## src/rtl/uart_word_assembler_pkg.sv

```systemverilog
// Shared constants and state encoding for the UART word assembler.
// Optional inter-byte timeout is enabled with UART_WORD_ASSEMBLER_TIMEOUT_EN.
package uart_word_assembler_pkg;

  localparam int NB_DATA_DEF        = 32;
  localparam int NB_BYTE_DEF        = 8;
  localparam int BYTES_PER_WORD     = NB_DATA_DEF / NB_BYTE_DEF;
  localparam int NB_TIMEOUT_DEF     = 16;
  localparam int TIMEOUT_CYCLES_DEF = 50000;

  typedef enum logic {
    ST_IDLE    = 1'b0,
    ST_COLLECT = 1'b1
  } rx_state_e;

endpackage

```

## src/rtl/uart_word_assembler_rx_timeout_counter.sv

```systemverilog
// Inter-byte idle counter; expired is asserted on the cycle whose edge
// completes TIMEOUT_CYCLES consecutive running clocks.
module rx_timeout_counter #(
  parameter int NB_TIMEOUT     = 16,
  parameter int TIMEOUT_CYCLES = 50000
) (
  input  logic i_clock,
  input  logic i_reset,
  input  logic i_clear,
  input  logic i_run,
  output logic o_expired
);

  localparam logic [NB_TIMEOUT-1:0] LAST_CNT = NB_TIMEOUT'(TIMEOUT_CYCLES - 1);

  logic [NB_TIMEOUT-1:0] cnt_q;

  assign o_expired = i_run && (cnt_q == LAST_CNT);

  always_ff @(posedge i_clock or negedge i_reset) begin
    if (!i_reset) begin
      cnt_q <= '0;
    end else if (i_clear || o_expired) begin
      cnt_q <= '0;
    end else if (i_run) begin
      cnt_q <= cnt_q + 1'b1;
    end
  end

endmodule

```

## src/rtl/uart_word_assembler.sv

```systemverilog
// Reassembles UART bytes (LSB byte first) into words on a valid/ready output.
// Define UART_WORD_ASSEMBLER_TIMEOUT_EN to discard stale partial words.
module uart_word_assembler
  import uart_word_assembler_pkg::*;
#(
  parameter int NB_DATA        = NB_DATA_DEF,
  parameter int NB_BYTE        = NB_BYTE_DEF,
  parameter int NB_TIMEOUT     = NB_TIMEOUT_DEF,
  parameter int TIMEOUT_CYCLES = TIMEOUT_CYCLES_DEF
) (
  input  logic               i_clock,
  input  logic               i_reset,
  input  logic               i_clear,
  input  logic [NB_BYTE-1:0] i_rx_byte,
  input  logic               i_rx_byte_done,
  input  logic               i_word_ready,
  output logic [NB_DATA-1:0] o_word,
  output logic               o_word_valid,
  output logic [1:0]         o_byte_count,
  output logic               o_overrun,
  output logic               o_timeout,
  output logic [15:0]        o_word_count
);

  localparam int         BPW       = NB_DATA / NB_BYTE;
  localparam logic [1:0] LAST_BYTE = 2'(BPW - 1);

  if ((NB_DATA % NB_BYTE) != 0 || BPW < 2 || BPW > 4) begin : g_bad_width
    $error("NB_DATA must be 2..4 times NB_BYTE");
  end
  if (TIMEOUT_CYCLES < 1 || TIMEOUT_CYCLES > (2 ** NB_TIMEOUT) - 1) begin : g_bad_timeout
    $error("TIMEOUT_CYCLES out of range for NB_TIMEOUT");
  end

  rx_state_e          state_q;
  logic [1:0]         byte_cnt_q;
  logic [NB_DATA-1:0] shreg_q;
  logic [NB_DATA-1:0] word_d;
  logic [NB_DATA-1:0] word_q;
  logic               valid_q;
  logic [15:0]        word_cnt_q;
  logic               overrun_q;
  logic               timeout_q;
  logic               tmo_expired;

  // Partial word with the incoming byte placed at its final lane.
  always_comb begin
    word_d = shreg_q;
    word_d[int'(byte_cnt_q) * NB_BYTE +: NB_BYTE] = i_rx_byte;
  end

`ifdef UART_WORD_ASSEMBLER_TIMEOUT_EN
  logic tmo_clear;
  logic tmo_run;

  assign tmo_clear = i_clear | i_rx_byte_done | (state_q == ST_IDLE);
  assign tmo_run   = (state_q == ST_COLLECT) & ~i_rx_byte_done & ~i_clear;

  rx_timeout_counter #(
    .NB_TIMEOUT    (NB_TIMEOUT),
    .TIMEOUT_CYCLES(TIMEOUT_CYCLES)
  ) u_rx_timeout_counter (
    .i_clock  (i_clock),
    .i_reset  (i_reset),
    .i_clear  (tmo_clear),
    .i_run    (tmo_run),
    .o_expired(tmo_expired)
  );
`else
  assign tmo_expired = 1'b0;
`endif

  always_ff @(posedge i_clock or negedge i_reset) begin
    if (!i_reset) begin
      state_q    <= ST_IDLE;
      byte_cnt_q <= '0;
      shreg_q    <= '0;
      word_q     <= '0;
      valid_q    <= 1'b0;
      word_cnt_q <= '0;
      overrun_q  <= 1'b0;
      timeout_q  <= 1'b0;
    end else begin
      overrun_q <= 1'b0;
      timeout_q <= 1'b0;
      if (i_clear) begin
        state_q    <= ST_IDLE;
        byte_cnt_q <= '0;
        shreg_q    <= '0;
        valid_q    <= 1'b0;
      end else begin
        if (valid_q && i_word_ready) begin
          valid_q <= 1'b0;
        end
        case (state_q)
          ST_IDLE: begin
            if (i_rx_byte_done) begin
              shreg_q    <= word_d;
              byte_cnt_q <= 2'd1;
              state_q    <= ST_COLLECT;
            end
          end
          ST_COLLECT: begin
            if (i_rx_byte_done) begin
              if (byte_cnt_q == LAST_BYTE) begin
                state_q    <= ST_IDLE;
                byte_cnt_q <= '0;
                shreg_q    <= '0;
                // A completing word may replace one being consumed this same cycle.
                if (!valid_q || i_word_ready) begin
                  word_q     <= word_d;
                  valid_q    <= 1'b1;
                  word_cnt_q <= word_cnt_q + 1'b1;
                end else begin
                  overrun_q <= 1'b1;
                end
              end else begin
                shreg_q    <= word_d;
                byte_cnt_q <= byte_cnt_q + 1'b1;
              end
            end else if (tmo_expired) begin
              state_q    <= ST_IDLE;
              byte_cnt_q <= '0;
              shreg_q    <= '0;
              timeout_q  <= 1'b1;
            end
          end
          default: begin
            state_q <= ST_IDLE;
          end
        endcase
      end
    end
  end

  assign o_word       = word_q;
  assign o_word_valid = valid_q;
  assign o_byte_count = byte_cnt_q;
  assign o_overrun    = overrun_q;
  assign o_timeout    = timeout_q;
  assign o_word_count = word_cnt_q;

endmodule

```

## config.mk

```make
export PLATFORM = sky130hd
export DESIGN_NAME = uart_word_assembler
export DESIGN_NICKNAME = d
export VERILOG_FILES = /design/src/rtl/uart_word_assembler_pkg.sv /design/src/rtl/uart_word_assembler_rx_timeout_counter.sv /design/src/rtl/uart_word_assembler.sv
export SDC_FILE = /design/constraint.sdc
export NUM_CORES = 1
export LEC_CHECK = 0
export CAP_MARGIN = 20
export CORE_MARGIN = 2
export CORE_UTILIZATION = 45
export DETAILED_ROUTE_END_ITERATION = 8
export HOLD_SLACK_MARGIN = 0.15
export PLACE_DENSITY = 0.7
export SETUP_SLACK_MARGIN = 0.05
export SLEW_MARGIN = 25
export SYNTH_ARGS = -nofsm -noshare
export SYNTH_HDL_FRONTEND = slang
export SYNTH_HIERARCHICAL = 1
export SYNTH_SLANG_ARGS = --single-unit
export TNS_END_PERCENT = 30
```

## constraint.sdc

```tcl
create_clock -name i_clock -period 4.2 [get_ports i_clock]
set_input_delay 0.63 -clock i_clock [delete_from_list [all_inputs] [get_ports i_clock]]
set_output_delay 0.63 -clock i_clock [all_outputs]
set_load 0.05 [all_outputs]
```

==> impl_metrics.tcl, run 1 <==
set metrics [dict create \
    status "finished clean" \
    clk_pin_slew_ns 0.08 \
    cts_setup_buffers 0 \
    dieHeight_um 95.95 \
    synthesis.nets 381 \
    finalHoldViolCount 0 \
    crit_arrival_ns 2.86 \
    min_period_ns 2.576 \
    rsz0062_at_grt "no" \
    cpMaxStageDelayCell "ha_1" \
    clock-root-buffer "clkbuf_8" \
    antenna_found_initial 0 \
    grt_max_degree 86 \
    final_layout_size_suffix_gt1_share_pct 5.995 \
    dp_slack_ns 1.211 \
    wl_per_cell_um 15.62 \
    yosysSeqAreaShare_pct 55.90 \
    slew_headroom_pct 50.21 \
    yosysUniqueCellTypes 35 \
    post-route-util_pct 56.74 \
    critPathMaxStageDelay_ns 0.62 \
    start_util_pct 46.31 \
    cts_hold_buf 0 \
    finalWorstSetupSlack_ns 1.624 \
    drcViolationCount 0 \
    yosys_warnings 6 \
    fmax_ghz 0.3882 \
    setup_viol 0 \
    grt_util_all_layers_pct 18.82 \
    skew_ns 0.006483 \
    synthCells 362 \
    worstSetupPathType "flip-flop to flip-flop" \
    cts_buffers 9 \
    avgSynthCellArea_um2 10.51 \
    num_rows 33 \
    clockBufferDepth 2 \
    drt_iter0_markers 184 \
    cts_resized 0 \
    io_buffers 64 \
    fp.dieW_um 95.95 \
    dieArea_um2 9206 \
    path_cells "ha_1 > nor4b_4 > nor2b_1 > a22o_1" \
    cts_sinks 85 \
    hold_ws_ns 0.2953 \
    core_area_um2 8217 \
    layout.nets 432 \
    finalMaxSlewViolations 0 \
    dr.pass1.iters 4 \
    globalplace.congestion 0.7756 \
    clkLatencyLatePin_ns 0.35 \
    grt_overflow 0 \
    leakage_uw 0.002052 \
    peakVddDrop_uv 177.3 \
    drv_cap 0 \
    worst_setup_path_start_kind "flip-flop" \
    h-tree-depth 3 \
    dpl.hpwl_um 5436 \
    cellPowerDensity_nw_per_um2 318.8 \
    area_growth_pct 22.53 \
    syn-cell-area_um2 3805 \
    grt_pass1_vias 2652 \
    io_pins 66 \
    worstMarginPinSlew_ns 0.7468 \
    vias 2764 \
    ant_nets 0 \
    ys_ff_latch 85 \
    tns_ns 0 \
    worst_ep_required_time_ns 4.48 \
    cp_max_fo 15 \
    vias_per_cell 5.295 \
    totalWireLength_um 8152 \
    grt_pass1_wl_um 13140 \
    cts_tree "done" \
    num_antenna_cells 0 \
    cp-end-kind "flip-flop" \
    hp-class "input pin to async pin" \
    timing.final.crit_share_pct 61.33 \
]
==> cells by family (layout without fill, tap and decap cells) <==
| logic type | Yosys count | count (layout) | synth area share (%) |
|---|---|---|---|
| other | 1 | 1 | 0.09856 |
| XOR/XNOR | 15 | 15 | 3.453 |
| AO/OA/AOI/OAI | 105 | 105 | 17.03 |
| adder cells (fa/ha/maj) | 6 | 6 | 1.973 |
| AND/OR/NAND/NOR | 116 | 116 | 17.72 |
| flip-flops | 85 | 85 | 55.90 |
| buffers and inverters | 34 | 89 | 3.815 |
==> Yosys cell counts (all sizes together) <==
master / count / area, um^2
nor3: 6 / 40.04
a21oi: 38 / 190.2
nand4: 3 / 18.77
nor2: 6 / 22.52
buf: 15 / 73.82
and2: 1 / 6.260
or3: 1 / 6.260
nor3b: 1 / 12.51
xnor2: 9 / 78.83
nand2: 42 / 157.7
o21ai: 34 / 170.2
nand3: 5 / 25.02
or2: 2 / 12.51
nand3b: 1 / 7.510
clkbuf: 10 / 37.54
nor4b: 1 / 23.77
a22o: 32 / 280.3
or4b: 1 / 10.01
nor4bb: 1 / 10.01
inv: 9 / 33.78
nand2b: 5 / 31.28
o211ai: 1 / 7.510
xor2: 6 / 52.55
nor4: 2 / 27.53
and4b: 2 / 20.02
nor2b: 35 / 219.0
nand4b: 1 / 23.77
ha: 6 / 75.07
dfrtp: 85 / 2127
conb: 1 / 3.750
==> metal layers <==
metal / vias up / GRT usage, % / share of wire, %
met5: - / 0 / 0
met4: 0 / 7.381 / 1.6
met3: 10 / 3.367 / 4.4
met2: 71 / 29.25 / 47
met1: 1335 / 26.31 / 47
li1: 1348 / - / -
==> placed cells by master, fill, tap and decap left out, types with 2 or more instances in the layout <==
cell | netlist | final
a22o_1 | 32 | 32
nor2b_1 | 35 | 35
clkdlybuf4s50_1 | 0 | 63
clkinv_2 | 0 | 3
nand4_1 | 3 | 3
or2_2 | 2 | 2
a21oi_1 | 38 | 38
nor3_2 | 2 | 2
nand2_1 | 42 | 41
nor2_1 | 6 | 6
inv_1 | 9 | 9
and4b_1 | 2 | 2
nand2b_1 | 5 | 5
ha_1 | 6 | 6
nor3_1 | 4 | 4
xnor2_1 | 9 | 9
o21ai_0 | 34 | 34
clkbuf_8 | 0 | 9
xor2_1 | 6 | 6
nand3_1 | 5 | 5
dfrtp_1 | 85 | 85
==> stage by stage <==
step	instance area [um^2]	std cells	power, uW
floorplan	3805	362	906.4
global placement	4473	507	952.8
detailed placement	4473	507	954.3
CTS	4653	522	1495
global route	4662	522	1545
finish	4662	522	1486
==> registers in the layout (all words and copies together), names as in the netlist <==
| signal | count |
|---|---|
| o_word | 32 |
| state_q | 1 |
| shreg_q | 32 |
| o_byte_count | 2 |
| o_word_count | 16 |
| o_overrun | 1 |
| o_word_valid | 1 |
==> worst max-delay path: cells and delay by family, from the launching register on <==
| kind | cells | cell delay, ns |
|---|---|---|
| flip-flops | 1 | 0.53 |
| AND/OR/NAND/NOR | 2 | 1.12 |
| AO/OA/AOI/OAI | 1 | 0.24 |
| adder cells (fa/ha/maj) | 1 | 0.62 |
==> power breakdown <==
group / internal (uW) / total (uW) / switching (uW) / leakage [uW]
clock network: 269 / 549 / 281 / 0.0000919
registers: 825 / 832 / 7.24 / 0.00116
logic: 32.4 / 105 / 72.9 / 0.000798
==> path summary, 6_finish.rpt <==
kind,start,endpoint,slack [ns],cells after the start
max,o_byte_count[0],shreg_q[29],1.62,4
min,i_reset,o_word_count[6],0.30,1
max reg2reg,o_byte_count[0],shreg_q[29],1.62,4
min reg2reg,o_word[16],o_word[16],0.48,2
max in group asynchronous,i_reset,shreg_q[8],3.37,1
min in group i_clock,o_word[16],o_word[16],0.48,2
==> cell type report <==
class	instances	area (um^2)
Timing Repair Buffer	65	649.4
Tap cell	105	131.4
Fill cell	741	3555
Clock buffer	10	127.6
Sequential cell	85	2127
Multi-Input combinational cell	243	1540
Inverter	9	33.78
Clock inverter	5	52.55
Note: power is estimated with default switching activity, not from simulation.
==> run 2, diff against run 1 <==
==> constraint.sdc (replaced) <==
create_clock -name i_clock -period 2.6 [get_ports i_clock]
set_input_delay 0.39 -clock i_clock [delete_from_list [all_inputs] [get_ports i_clock]]
set_output_delay 0.39 -clock i_clock [all_outputs]
set_load 0.05 [all_outputs]
==> impl_metrics.tcl, run 2 (synthesized netlist as in run 1, its figures left out) <==
set metrics [dict create \
    globalplace.congestion 0.8516 \
    p_sw_share_pct 23.48 \
    dr.pass1.iters 4 \
    cts_sinks 85 \
    io_buffers 64 \
    area_growth_pct 24.53 \
    io_pins 66 \
    h-tree-depth 3 \
    drcViolationCount 0 \
    clock-root-buffer "clkbuf_8" \
    cp_max_fo 10 \
    layout.nets 443 \
    busiest_layer "met2" \
    hold_ws_ns 0.4784 \
    start_util_pct 46.31 \
    fp.dieW_um 95.95 \
    crit_arrival_ns 2.56 \
    finalHoldViolCount 0 \
    worst_setup_path_start_kind "flip-flop" \
    place_area_um2 4548 \
    final_cell_area_um2 4738 \
    p_comb_share_pct 7.4 \
    layout_commonest_cell "dfrtp_1" \
    skew_ns 0.006811 \
    drt_iter0_markers 141 \
    grt_overflow 0 \
    critPathMaxStageDelay_ns 0.49 \
    worstMarginPinSlew_ns 0.6836 \
    peakVddDrop_uv 413.6 \
    path_cells "inv_1 > ha_1 > nor4bb_1 > nor2b_1 > a22o_1" \
    grt_util_all_layers_pct 20.03 \
    num_rows 33 \
    dieHeight_um 95.95 \
    wl_per_cell_um 15.80 \
    totalWireLength_um 8404 \
    slew_headroom_pct 54.43 \
    vias_per_cell 5.299 \
    status "finished clean" \
    vias 2819 \
    clockPowerShare_pct 37.0 \
    core_area_um2 8217 \
    met3_usage_pct 3.837 \
    final_cell_mix "dfrtp_1, clkdlybuf4s50_1, nand2_1" \
    rsz0062_at_grt "no" \
    antenna_found_initial 0 \
    worst_ep_required_time_ns 2.89 \
    tns_ns 0 \
    final_layout_size_suffix_gt1_share_pct 7.728 \
    cellPowerDensity_nw_per_um2 510.6 \
    seq_power_share_pct 55.6 \
    min_period_ns 2.272 \
    timing.final.crit_share_pct 87.39 \
    clockBufferDepth 2 \
    grt_pass1_vias 2775 \
    grt_max_degree 45 \
    cts_resized 0 \
    drv_cap 0 \
    nFillCells 746 \
    dieArea_um2 9206 \
    worstSetupPathType "flip-flop to flip-flop" \
    cpMaxStageDelayCell "nor2b_1" \
    worst_r2r_path_depth 5 \
    clk_pin_slew_ns 0.08 \
    cts_tree "done" \
    dpl.hpwl_um 5888 \
    finalMaxSlewViolations 0 \
    clkLatencyLatePin_ns 0.35 \
    cts_buffers 9 \
    gr-usage-met2_pct 32.23 \
    grt_use_met1_pct 27.47 \
    num_antenna_cells 0 \
    setup_viol 0 \
    cp-end-kind "flip-flop" \
    p_int_uw 1851 \
    hp-class "flip-flop to flip-flop" \
    holdPathStages 2 \
    grt_pass1_wl_um 13950 \
    ant_nets 0 \
    p_sw_uw 568.0 \
    fmax_ghz 0.4401 \
    leakage_uw 0.002104 \
]
==> run 2: area by class of cell <==
class,count,area (um^2),share of cell area [%]
clock buffer,12,145.1,3.063
inverter,9,33.78,0.7130
sequential,85,2127,44.89
clock inverter,2,35.03,0.7394
timing repair buffer,76,730.7,15.42
tap,105,131.4,2.773
multi-input combinational,243,1535,32.40
==> run 2: power groups by stage <==
stage	clock network [uW]	registers [uW]	logic [uW]
3_5_place_dp	0	1370	181
4_1_cts	915	1340	183
3_3_place_gp	0	1370	179
2_1_floorplan	0	1380	80.5
5_1_grt	965	1350	198
6_report	895	1340	180
==> run 2: layer usage <==
layer | up-vias | share of wire (%) | wire length (um)
li1 | 1369 | - | -
met1 | 1387 | 45 | 3810
met2 | 54 | 50 | 4162
met3 | 9 | 4.0 | 336
met4 | 0 | 1.1 | 95
met5 | - | 0 | 0
==> run 2: metrics by stage <==
step	utilization, %	setup slack, ns	instances	power [uW]
4_1_cts	57.67	0.3355	532	2442
2_1_floorplan	-	0.2131	362	1464
6_report	57.67	0.3278	532	2419
3_3_place_gp	55.35	0.4402	517	1548
5_1_grt	57.67	0.1667	532	2510
3_5_place_dp	55.35	0.3635	517	1552
==> run 2: critical path, delay by kind of cell, from the launching register on <==
kind                     cells  cell delay (ns)
AND/OR/NAND/NOR              2             0.89
flip-flops                   1             0.48
adder cells (fa/ha/maj)      1             0.39
AO/OA/AOI/OAI                1             0.24
buffers and inverters        1             0.21
==> run 2: what timing repair did <==
| action | 4_1_cts | 5_1_grt |
|---|---|---|
| hold buffers | 1 | 0 |
| setup buffers | 0 | 0 |
| endpoints found under the setup margin | 0 | 0 |
| hold endpoints to repair | 42 | 0 |
==> run 2: final timing paths <==
check,startpoint,slack [ns],to
setup / recovery,o_byte_count[0],0.33,shreg_q[23]
hold / removal,o_word[14],0.48,o_word[14]
setup reg to reg,o_byte_count[0],0.33,shreg_q[23]
hold reg to reg,o_word[14],0.48,o_word[14]
max in group asynchronous,i_reset,1.34,o_word[13]
min in group asynchronous,i_reset,0.56,shreg_q[0]
==> run 3, diff against run 2 <==
--- a/config.mk
+++ b/config.mk
@@ -7,10 +7,11 @@
 export LEC_CHECK = 0
 export CAP_MARGIN = 20
 export CORE_MARGIN = 2
-export CORE_UTILIZATION = 45
+export CORE_UTILIZATION = 53
 export DETAILED_ROUTE_END_ITERATION = 8
 export HOLD_SLACK_MARGIN = 0.15
-export PLACE_DENSITY = 0.7
+export PLACE_DENSITY = 0.8
+export RECOVER_POWER = 50
 export SETUP_SLACK_MARGIN = 0.05
 export SLEW_MARGIN = 25
 export SYNTH_ARGS = -nofsm -noshare
==> impl_metrics.tcl, run 3 (synthesized netlist as in run 1, its figures left out) <==
set metrics [dict create \
    finalWorstSetupSlack_ns 0.2680 \
    worst_ep_required_time_ns 2.83 \
    setup_viol 0 \
    vias 2900 \
    antenna_found_initial 0 \
    status "finished clean" \
    vias_per_cell 5.534 \
    totalWireLength_um 8483 \
    num_rows 30 \
    drv_cap 0 \
    layout_commonest_cell "dfrtp_1" \
    clk_pin_slew_ns 0.08 \
    critPathBufInv 1 \
    hold_ws_ns 0.4770 \
    peakVddDrop_uv 323.3 \
    final_layout_size_suffix_gt1_share_pct 7.710 \
    clkLatencyLatePin_ns 0.34 \
    final_cell_mix "dfrtp_1, clkdlybuf4s50_1, nand2_1" \
    start_util_pct 55.39 \
    drt_iter0_markers 172 \
    clockBufferDepth 2 \
    fmax_ghz 0.4288 \
    grt_pass1_wl_um 13930 \
    io_buffers 64 \
    grt_pass1_vias 2806 \
    fp.dieW_um 88.73 \
    tns_ns 0 \
    worst_r2r_path_depth 6 \
    worstMarginPinSlew_ns 0.9288 \
    grt_overflow 0 \
    layout.nets 442 \
    slew_headroom_pct 38.08 \
    crit_family "buffers and inverters" \
    cellPowerDensity_nw_per_um2 525.3 \
    rsz0062_at_grt "no" \
    worst_setup_path_start_kind "flip-flop" \
    cp-end-kind "flip-flop" \
    core_area_um2 6869 \
    cts_sinks 85 \
    timing.final.crit_share_pct 89.69 \
    finalHoldViolCount 0 \
    ant_nets 0 \
    finalMaxSlewViolations 0 \
    cp_max_fo 26 \
    grt_util_all_layers_pct 23.49 \
    r2r_end "o_word_count[3]" \
    cts_buffers 9 \
    r2r-start "o_byte_count[0]" \
    path_cells "ha_1 > and4b_1 > nand2_1 > clkbuf_1 > nor2_1 > xor2_1" \
    area_growth_pct 24.40 \
    dieHeight_um 88.73 \
    r2r_slack_ns 0.27 \
    num_antenna_cells 0 \
    min_from "o_word[16]" \
    cts_setup_buffers 0 \
    wl_per_cell_um 16.19 \
    hp-class "flip-flop to flip-flop" \
    cts_tree "done" \
    grt_max_degree 49 \
    dp_slack_ns 0.3754 \
    critPathMaxStageDelay_ns 0.71 \
    dr.pass1.iters 4 \
    globalplace.congestion 0.8289 \
    clock-root-buffer "clkbuf_8" \
    dieArea_um2 7873 \
    crit_arrival_ns 2.56 \
    min_to "o_word[16]" \
    cpMaxStageDelayCell "clkbuf_1" \
    leakage_uw 0.002147 \
    nFillCells 555 \
    worstSetupPathType "flip-flop to flip-flop" \
    drcViolationCount 0 \
    min_period_ns 2.332 \
    skew_ns 0.008235 \
    h-tree-depth 3 \
    io_pins 66 \
    dpl.hpwl_um 5826 \
    holdPathStages 2 \
]
==> run 3: cell count changes in the layout (fill, tap and decap cells not counted), moves of 2 or more <==
cell	delta
clkdlybuf4s50_1	-16
clkbuf_8	+2
dlygate4sd3_1	+16
buf_4	-4
==> run 3: worst max-delay path by stage <==
stage	start	end	slack, ns	cells past startpoint
after floorplan	o_byte_count[0]	shreg_q[0]	0.21	6
after global placement	i_rx_byte_done	o_word_count[15]	0.46	5
after detailed placement	i_rx_byte_done	o_word_count[11]	0.38	5
after CTS	o_byte_count[0]	shreg_q[25]	0.36	5
after global routing	o_byte_count[0]	o_word[5]	0.10	5
final	o_byte_count[0]	o_word_count[3]	0.27	6
==> run 3: what timing repair did <==
| action | in CTS | in global routing |
|---|---|---|
| hold endpoints to repair | 37 | 0 |
| hold buffers | 1 | 0 |
| resized for setup | 0 | 0 |
==> run 3: worst reg2reg max path: cells and delay by family (launching register included) <==
kind                       cells  cell delay (ns)
xor gates and xnor gates       1             0.18
adders and majority gates      1             0.32
buffers and inverters          1             0.71
DFF                            1             0.49
and+or+nand+nor                3             0.53
==> run 3: power breakdown <==
group,internal (uW),switching [uW],leakage [uW]
Combinational,57.5,121,0.000879
Clock,522,442,0.000106
Sequential,1330,11.5,0.00116
Total,1910,575,0.00215
==> run 3: cell type report <==
cell class / instances / area [um^2] / share of cell area (%)
sequential: 85 / 2127 / 44.94
timing repair buffer: 75 / 716.9 / 15.15
clock inverter: 3 / 42.54 / 0.8988
inverter: 9 / 33.78 / 0.7137
multi-input combinational: 243 / 1524 / 32.20
clock buffer: 13 / 168.9 / 3.569
tap: 96 / 120.1 / 2.538
==> run 3: layer usage <==
layer | up-vias | track usage, % | wire length, um
li1 | 1367 | - | -
met1 | 1412 | 31.72 | 3658
met2 | 104 | 36.16 | 4123
met3 | 17 | 5.784 | 519
met4 | 0 | 10.33 | 182
met5 | - | 0 | 0
==> run 3: metrics by stage <==
stage          total power (uW)  utilization (%)  cells  area (um^2)
2_1_floorplan              1464                -    362         3805
3_3_place_gp               1547            66.12    507         4542
3_5_place_dp               1551            66.12    507         4542
4_1_cts                    2501            69.34    524         4763
5_1_grt                    2572            68.91    524         4733
6_report                   2486            68.91    524         4733
==> edit 1: new RTL, flow settings as in run 2 <==
Change the package constant `NB_DATA_DEF` from 32 to 16.
--- a/src/rtl/uart_word_assembler_pkg.sv
+++ b/src/rtl/uart_word_assembler_pkg.sv
@@ -4,3 +4,3 @@
 
-  localparam int NB_DATA_DEF        = 32;
+  localparam int NB_DATA_DEF        = 16;
   localparam int NB_BYTE_DEF        = 8;
Interface: changed (resized o_word); port bits go from 66 to 50. The function was not compared with the original's and may differ.
==> edit 1 against run 2 <==
Setup slack improved by 0.21 ns; combinational power grew to 4.3 times the old value; total power up 0.22%; highest routed layer unchanged; register-to-register slack gained 0.34 ns; wire length decreased by 38%; sequential cell count decreased by 32; final area down 34%; synthesized area fell by 35%.
==> edit 1: results (changes against run 2) <==
stage,metric,value,unit,change
outcome,status,finished clean,,
finish,clkbuf count,5,,-7
critical_path,Crit-path slowest cell,clkdlybuf4s50_1,,
synth,main area contributors after synthesis,"dfrtp_1 54%, nor2_1 4.6%, a22o_1 4.3%, xnor2_1 3.6%, ha_1 3.1%",,
finish,fillers,423,,-43%
grt,first-pass GRT wire length,8870,microns,-36%
critical_path,"CP delay by family, top",buffers and inverters,,
routing,drt initial violations,181,,+28%
placed_design,PortBufs,48,,-25%
synth,syn nets,232,,-39%
synth,"Seq/Total Area, Yosys",0.540,,-0.0188
grt,largest net degree at the start of global routing,30,,-33%
finish,layout cells sized above 1,0.121,,+0.0435
grt,vias in the first global route,1766,,-36%
cts,Clock Latency Late Sink,0.30,ns,-0.05 ns
grt,Total GRT Usage,0.186,,-0.0140
finish,Seq area share,0.422,,-0.0268
routing,vias per cell,5.52,,+4.2%
finish,final instance area,3140,sq um,-34%
synth,synth cell count leaders,"53 x dfrtp_1, 30 x nor2_1, 12 x a21oi_1, 12 x a22o_1, 10 x xnor2_1",,
finish,Final nets,283,,-36%
finish,fraction of area in non-clock buffers,0.170,,+0.0162
finish,Plain + repair buffers,54,,-29%
synth,Yosys cell types,45,,+29%
cts,H-tree Lvls,2,,-1
[edit 1: cell types whose count changed after synthesis, moves of 24 or more]
cell,before,now
a21oi_1,38,12
nor2b_1,35,1
nor2_1,6,30
dfrtp_1,85,53
o21ai_0,34,2
nand2_1,42,7
[edit 1: layer usage]
| metal | vias to the layer above | global-route usage | share of wire |
|---|---|---|---|
| li1 | 868 | - | - |
| met1 | 923 | 0.272 | 0.46 |
| met2 | 55 | 0.281 | 0.49 |
| met3 | 4 | 0.0419 | 0.044 |
| met4 | 0 | 0.0482 | 0.0087 |
| met5 | - | 0 | 0 |
[edit 1: final timing paths]
path                       slack, ns               end             start  depth (start not counted)
max in group asynchronous       1.42       shreg_q[14]           i_reset                          3
max                             0.53   o_word_count[6]   o_word_count[6]                          1
min                             0.49  o_word_count[15]  o_word_count[15]                          1
min in group asynchronous       0.62   o_byte_count[1]           i_reset                          2
min reg2reg                     0.49  o_word_count[15]  o_word_count[15]                          1
max reg2reg                     0.67       shreg_q[10]   o_byte_count[0]                          6
[edit 1: power breakdown]
part           internal [mW]  switching, mW
Sequential             0.926         0.0815
Clock                  0.382          0.262
Combinational          0.260          0.513
[edit 1: logic make-up after synthesis]
logic type / count (synthesis)
AOI/OAI and AO/OA: 47
xor gates and xnor gates: 15
adders and majority gates: 6
buffers and inverters: 15
DFF: 53
other: 1
and+or+nand+nor: 76
[edit 1: per-stage QoR]
stage | setup slack [ns] | std cells
after global routing | 0.465 | 335
final | 0.533 | 335
after detailed placement | 0.454 | 326
after floorplan | 0.365 | 213
after global placement | 0.550 | 326
after CTS | 0.519 | 335
[edit 1: worst reg2reg max path, stage by stage (launching register included)]
cell and delay [ns]:
dfrtp_1 0.48, inv_1 0.12, ha_1 0.33, and3_2 0.27, and2b_4 0.21, and2_4 0.19, a22o_1 0.23
==> edit 2: new RTL, settings of run 2 <==
Without the edit above. Make the reset (`i_reset`) synchronous in one clocked block.
--- a/src/rtl/uart_word_assembler.sv
+++ b/src/rtl/uart_word_assembler.sv
@@ -72,3 +72,3 @@
 
-  always_ff @(posedge i_clock or negedge i_reset) begin
+  always_ff @(posedge i_clock) begin
     if (!i_reset) begin
Check against the original RTL: differs if i_reset is asserted again (counterexample within 4 cycles, from zero or initial values and one cycle with i_reset low); with i_reset held inactive, the same outputs for 4 cycles.
==> edit 2 against run 2 <==
Final area down 11%; sequential cell count fell by 8; total power is 7.7% lower; worst hold slack got worse by 0.025 ns; synthesized area decreased by 15%; final cell count rose by 2.8%; setup slack better by 0.036 ns; wire length hardly changed; critical path type unchanged; largest cell class is now multi-input combinational cells; highest routed layer unchanged.
==> edit 2: results (changes against run 2) <==
stage,metric,value,unit,change
outcome,status,finished clean,,
synth,main area contributors after synthesis,"dfxtp_1 48%, a21oi_1 7.7%, nand2_1 5.8%, nor2_1 5.0%, a22o_1 4.3%",,
cts,Clock Latency Late Sink,0.35,ns,about the same
pwr,Max VDD drop,0.316,mV,-24%
min_path,Hold Path Stages,2,,unchanged
synth,Post-synth ARST share,0,,-1.00
grt,vias in the first global route,2726,,-1.8%
cts,Clock transition at path regs,0.08,ns,about the same
timing,Max-slew headroom,0.577,,+0.0324
synth,YS warnings,6,,unchanged
synth,number of flops mapped to enable cells by yosys,0,,unchanged
critical_path,crit path max fanout,9,,-1
cts,CTS buffer count,9,,unchanged
cts,H-tree Lvls,3,,unchanged
min_path,worst hold path class,register to register,,
routing,vias,2986,,+5.9%
critical_path,reg2reg path depth,5,,unchanged
cts,setup bufs post-CTS,0,,unchanged
grt,largest net degree at the start of global routing,35,,-22%
timing,"Slew Viols, Final",0,,unchanged
grt,first-pass GRT wire length,13200,microns,-5.7%
cts,Hold Buf Count CTS,0,,-1
synth,synth cell count leaders,"77 x dfxtp_1, 50 x a21oi_1, 50 x nand2_1",,
placed_design,PortBufs,64,,unchanged
placed_design,Final GP Congestion,0.863,,+1.3%
synth,syn nets,403,,+5.8%
finish,n_diodes,0,,unchanged
cts,Root Driver,clkbuf_8,,
cts,clock buffer depth,2,,unchanged
timing,clk_skew,0.0102,ns,+0.00338 ns
finish,fillers,620,,-17%
routing,drt initial violations,258,,+83%
finish,layout cells sized above 1,0.0754,,-0.00190
synth,"Seq/Total Area, Yosys",0.477,,-0.0817
critical_path,Slowest Stage Delay on Critical Path,0.67,ns,+0.18 ns
synth,"Top FF cell, synth",dfxtp_1,,
placed_design,DPL Wire Length,5660,microns,-3.8%
routing,drt pass-1 iters,7,,+3
critical_path,worst path arrival time,2.52,ns,-0.04 ns
critical_path,Crit-path slowest cell,or4_1,,
pwr,P_leak,1.48,nW,-30%
routing,final wirelength,8410,microns,about the same
finish,max reg flops,32,,
synth,Yosys cell types,38,,+8.6%
flow_run,max-cap viol count,0,,unchanged
finish,Final nets,465,,+5.0%
grt,Total GRT Usage,0.218,,+0.0174
placed_design,area post-placement,4000,sq um,-12%
[edit 2: path summary, 6_finish.rpt]
kind | startpoint | end | slack [ns]
worst max-delay path | o_byte_count[1] | o_word_count[15] | 0.36
worst min register to register | o_word[28] | o_word[28] | 0.45
worst max register to register | o_byte_count[1] | o_word_count[15] | 0.36
worst min-delay path | o_word[28] | o_word[28] | 0.45
[edit 2: layer usage]
| metal | up-vias | part of all wire | track usage |
|---|---|---|---|
| met5 | - | 0 | 0 |
| met4 | 0 | 0.013 | 0.0537 |
| met3 | 13 | 0.054 | 0.0606 |
| met2 | 94 | 0.48 | 0.360 |
| met1 | 1424 | 0.46 | 0.282 |
| li1 | 1455 | - | - |
[edit 2: power breakdown]
group	total (mW)	switching (mW)	internal (mW)
clock network	0.914	0.443	0.472
registers	1.19	0.00444	1.18
logic	0.132	0.0834	0.0491
[edit 2: stage by stage]
stage / hold slack (ns) / setup WS [ns] / std cells / utilization
after floorplan: 0.454 / 0.0802 / 384 / -
after global placement: 0.444 / 0.126 / 531 / 0.582
after detailed placement: 0.444 / 0.107 / 531 / 0.582
after CTS: 0.456 / 0.369 / 547 / 0.611
after global routing: 0.475 / 0.262 / 547 / 0.611
final: 0.454 / 0.364 / 547 / 0.611
[edit 2: layout make-up]
cell class / instances / area share
flip-flops and latches: 77 / 0.367
repair buffers: 80 / 0.181
well taps: 96 / 0.0286
inverters: 8 / 0.00715
multi-input cells: 270 / 0.368
clock inverters: 5 / 0.0140
clock buffers: 11 / 0.0337
[edit 2: worst max-delay path: cells and delay by family, from the launching register on]
kind | cells | cell delay [ns]
adders and majority gates | 1 | 0.27
and+or+nand+nor | 3 | 1.33
DFF | 1 | 0.42
AOI/OAI and AO/OA | 1 | 0.15
[edit 2: cell families (layout without fill, tap and decap cells)]
kind of cell | after synthesis | after routing | share of synthesized area
buffers and inverters | 37 | 104 | 0.0449
xor gates and xnor gates | 7 | 7 | 0.0190
other | 1 | 1 | 0.00116
AOI/OAI and AO/OA | 100 | 100 | 0.195
muxes | 1 | 1 | 0.00310
and+or+nand+nor | 155 | 155 | 0.236
adders and majority gates | 6 | 6 | 0.0232
DFF | 77 | 77 | 0.477
